$ cat src/rtl/adder_tree_pkg.sv
// Shared sizing helpers for the binary adder tree: word counts, widths and
// bit offsets of each layer inside the flattened inter-layer bus.
package adder_tree_pkg;

   function automatic int unsigned layer_words(input int unsigned n, input int unsigned s);
      int unsigned m;
      m = n;
      for (int unsigned i = 0; i < s; i++) begin
         m = (m + 1) / 2;
      end
      return m;
   endfunction

   function automatic int unsigned layer_width(input int unsigned w, input int unsigned s);
      return w + s;
   endfunction

   // Layers are packed back to back, layer 0 (the raw inputs) at the LSB end.
   function automatic int unsigned layer_offset(input int unsigned n, input int unsigned w,
                                                input int unsigned s);
      int unsigned off;
      off = 0;
      for (int unsigned i = 0; i < s; i++) begin
         off = off + layer_words(n, i) * layer_width(w, i);
      end
      return off;
   endfunction

endpackage

$ cat src/rtl/adder_tree_stage.sv
// One adder-tree layer: pairwise sums of adjacent words, odd last word passed
// through widened by one bit, optionally registered with an async-reset bank.
module adder_tree_stage
   import adder_tree_pkg::*;
#(
   parameter int unsigned IN_W  = 5,
   parameter int unsigned IN_N  = 7,
   parameter bit          REG   = 1'b0,
   localparam int unsigned OUT_N = layer_words(IN_N, 1),
   localparam int unsigned OUT_W = layer_width(IN_W, 1)
) (
   input  logic                   clk,
   input  logic                   rst_n,
   input  logic [IN_N*IN_W-1:0]   data_i,
   output logic [OUT_N*OUT_W-1:0] data_o
);

   logic [OUT_N*OUT_W-1:0] sum_d;
   logic [OUT_N*OUT_W-1:0] sum_q;

   for (genvar k = 0; k < OUT_N; k++) begin : g_word
      if (2*k + 1 < IN_N) begin : g_add
         assign sum_d[k*OUT_W +: OUT_W] = {1'b0, data_i[2*k*IN_W +: IN_W]}
                                        + {1'b0, data_i[(2*k+1)*IN_W +: IN_W]};
      end else begin : g_pass
         assign sum_d[k*OUT_W +: OUT_W] = {1'b0, data_i[2*k*IN_W +: IN_W]};
      end
   end

   always_ff @(posedge clk or negedge rst_n) begin
      if (!rst_n) begin
         sum_q <= '0;
      end else begin
         sum_q <= sum_d;
      end
   end

   // Unregistered layers leave sum_q unloaded, so synthesis drops the bank.
   assign data_o = REG ? sum_q : sum_d;

endmodule

$ cat src/rtl/adder_tree_bin.sv
// Parameterised binary adder tree summing DATA_N unsigned words, with an
// optional pipeline register after each layer selected by FF_P.
module adder_tree_bin
   import adder_tree_pkg::*;
#(
   parameter int unsigned               DATA_W   = 5,
   parameter int unsigned               DATA_N   = 7,
   parameter logic [$clog2(DATA_N)-1:0] FF_P     = '0,
   localparam int unsigned              STAGES_N = $clog2(DATA_N),
   localparam int unsigned              O_DATA_W = DATA_W + STAGES_N
) (
   input  logic                           clk,
   input  logic                           rst_n,
   input  logic [0:DATA_N-1][DATA_W-1:0]  i_data,
   output logic [O_DATA_W-1:0]            o_data
);

   localparam int unsigned BUS_W = layer_offset(DATA_N, DATA_W, STAGES_N + 1);

   // Every layer's words live in one flat bus so each stage can size its own slice.
   logic [BUS_W-1:0] tree;

   for (genvar k = 0; k < DATA_N; k++) begin : g_in
      assign tree[k*DATA_W +: DATA_W] = i_data[k];
   end

   for (genvar s = 1; s <= STAGES_N; s++) begin : g_stage
      adder_tree_stage #(
         .IN_W (layer_width(DATA_W, s - 1)),
         .IN_N (layer_words(DATA_N, s - 1)),
         .REG  (FF_P[s-1])
      ) u_stage (
         .clk    (clk),
         .rst_n  (rst_n),
         .data_i (tree[layer_offset(DATA_N, DATA_W, s - 1) +:
                       layer_words(DATA_N, s - 1) * layer_width(DATA_W, s - 1)]),
         .data_o (tree[layer_offset(DATA_N, DATA_W, s) +:
                       layer_words(DATA_N, s) * layer_width(DATA_W, s)])
      );
   end

   assign o_data = tree[layer_offset(DATA_N, DATA_W, STAGES_N) +: O_DATA_W];

endmodule

$ cat config.mk
export PLATFORM = sky130hd
export DESIGN_NAME = adder_tree_bin
export DESIGN_NICKNAME = d
export VERILOG_FILES = /design/src/rtl/adder_tree_pkg.sv /design/src/rtl/adder_tree_stage.sv /design/src/rtl/adder_tree_bin.sv
export SDC_FILE = /design/constraint.sdc
export NUM_CORES = 1
export LEC_CHECK = 0
export CAP_MARGIN = 20
export CORE_MARGIN = 2
export CORE_UTILIZATION = 43
export DETAILED_ROUTE_END_ITERATION = 8
export PLACE_DENSITY = 0.95
export SYNTH_ARGS = -nofsm -noshare
export SYNTH_HDL_FRONTEND = slang
export SYNTH_SLANG_ARGS = --single-unit
$ cat constraint.sdc
create_clock -name vclk -period 4.8
set_input_delay 0.48 -clock vclk [all_inputs]
set_output_delay 0.48 -clock vclk [all_outputs]
set_load 0.01 [all_outputs]
==> metrics <==
hold endpoint=o_data[0]; worst slew pin tran=304.5 ps; # clk buffers=0; crit path DAT=about 4300 ps; Die H=between 40 and 50 µm; RePlAce Congestion=0.6744; share of cells above drive strength 1=13.10%; sequential share of the synthesized area=0%; vias=807; Avg Cell Area, Syn=9.228 µm²; WL/cell=13.20 µm; Gate Count Post-Synth=96; Worst EP required=4320 ps; Final setup viols=0; CP max FO=2; post-CTS setup buffers=0; # DRC=0; die footprint=2439 µm²; Period Utilization, post-route=98.57%; Layout Cells excl Fill=172; Setup crit end kind=output pin; P per Cell Area=591.7 nW/µm²; FP Rows=16; dominant cells by area after synthesis=fa_1 52%, inv_1 19%, ha_1 14%; maxcap violations=0; Core Util, Final=72.58%; DRT Pass-1 Iters=4; Reg area=0 µm²; Worst VDD drop=0.4936 mV; Rel. slew slack=79.66%; WL final=2271 µm; leading area contributor after synthesis=fa_1; Yosys warning count=0; Max Freq=roughly 210 MHz; GRT overflow=0; syn_nets=between 150 and 200; Via density=4.692; crit start category=input port; # IOs=45; Crit Path Class=input port to output pin; post-route setup slack=68.42 ps; Worst Hold Launch=i_data[30]; hold_buf cts=0; final hold violation count=0; count leader, synth=inv_1; Port-buffer cells=43; Die Wd=49.39 µm; initial core utilization=45.15%; ANT nets after route=0; sequential cell count=0; largest net degree at the start of global routing=6; Initial DRC Count=5; Layout area overhead=60.73%; initial antenna violation count=0; final critical path time including I/O delays and setup=4732 ps; worst hold path type=input port to output pin; Tot GR Track Use=19.18%; DP HPWL=1945 µm; Slew Viols, Final=0; first-pass GRT wire length=about 3600 µm; worst hold path depth=3; Lkg Pwr=between 0.7 and 0.8 nW; Fin Hold WS=2152 ps; Final #Nets=217; Inst Count DP=about 170; pre-CTS WS=-465.8 ps; ant diodes=0; area of the mapped netlist=885.9 µm²; vias in the first global route=896; core area=1962 µm²; status=finished clean; top cells by count, synth=44 x inv_1, 23 x fa_1, 10 x ha_1, 3 x o21ai_0; post-synth top area share=51.98%; Netlist cell types=15
## worst max path at each step
stage / start / end / slack [ps] / cells after the start
after detailed placement: i_data[2] / o_data[6] / -470 / 12
final: i_data[19] / o_data[6] / 70 / 12
after CTS: i_data[18] / o_data[6] / -20 / 14
after global routing: i_data[2] / o_data[6] / -20 / 12
after floorplan: i_data[3] / o_data[6] / 610 / 12
after global placement: i_data[2] / o_data[6] / -370 / 12
## layer usage
layer	track usage [%]	up-vias	part of all wire, %
met3	2.454	2	6.9
met1	17.62	394	31
met4	1.389	0	1.5
met5	0	-	0
li1	-	374	-
met2	43.69	37	61
## final cells by class
type / count / area (µm²)
fillers: 156 / 538.0
inverters: 44 / 165.2
repair buffers: 49 / 460.4
well taps: 27 / 33.78
multi-input cells: 52 / 764.5
## placed cells by master (no fill, tap or decap)
master | netlist | layout
a21o_1 | 2 | 2
ha_1 | 10 | 8
a31oi_1 | 1 | 1
clkdlybuf4s50_1 | 0 | 37
ha_4 | 0 | 2
inv_2 | 0 | 2
buf_2 | 0 | 3
a211oi_2 | 0 | 2
a21oi_2 | 0 | 1
o2111ai_1 | 1 | 1
xor2_1 | 1 | 1
buf_4 | 0 | 6
nor3b_1 | 2 | 2
inv_1 | 44 | 42
o21ai_0 | 3 | 2
a21o_2 | 1 | 1
dlymetal6s2s_1 | 0 | 1
xnor2_1 | 2 | 2
a21oi_1 | 2 | 1
fa_2 | 0 | 2
or4b_1 | 1 | 1
dlygate4sd2_1 | 0 | 2
fa_1 | 23 | 21
o21ai_1 | 1 | 2
## stage by stage
stage                     area, µm²  power [mW]  TNS (ps)
final                          1424      0.8425         0
after global routing           1424      0.9301    -17.21
after CTS                      1404      0.7947    -18.00
after detailed placement       1395      0.8238     -1533
after global placement         1395      0.7939     -1282
after floorplan               885.9      0.4586         0
## worst max-delay path: stages
cell and delay (ps):
clkdlybuf4s50_1 440, fa_1 550, inv_1 60, fa_1 560, fa_1 450, fa_1 520
inv_1 40, ha_1 280, o21ai_1 80, or4b_1 520, o2111ai_1 100, buf_2 150
## logic make-up (layout without fill, tap and decap cells)
group	after synthesis	in the layout	synth area share, %
XOR/XNOR	3	3	2.967
AO/OA/AOI/OAI	13	13	9.462
buffers and inverters	44	93	18.64
adder cells (fa/ha/maj)	33	33	66.10
AND/OR/NAND/NOR	3	3	2.824
## where the power goes
group	leakage, nW	switching [mW]	internal (mW)
sequential	0	0	0
combinational	0.741	0.400	0.443
clock	0	0	0
## timing repair
item	4_1_cts	5_1_grt
resized for setup	20	5
endpoints found under the hold margin	0	0
pin swaps	3	11
setup endpoints to repair	5	5
cloned	0	0
Note: power is estimated with default switching activity, not from simulation.
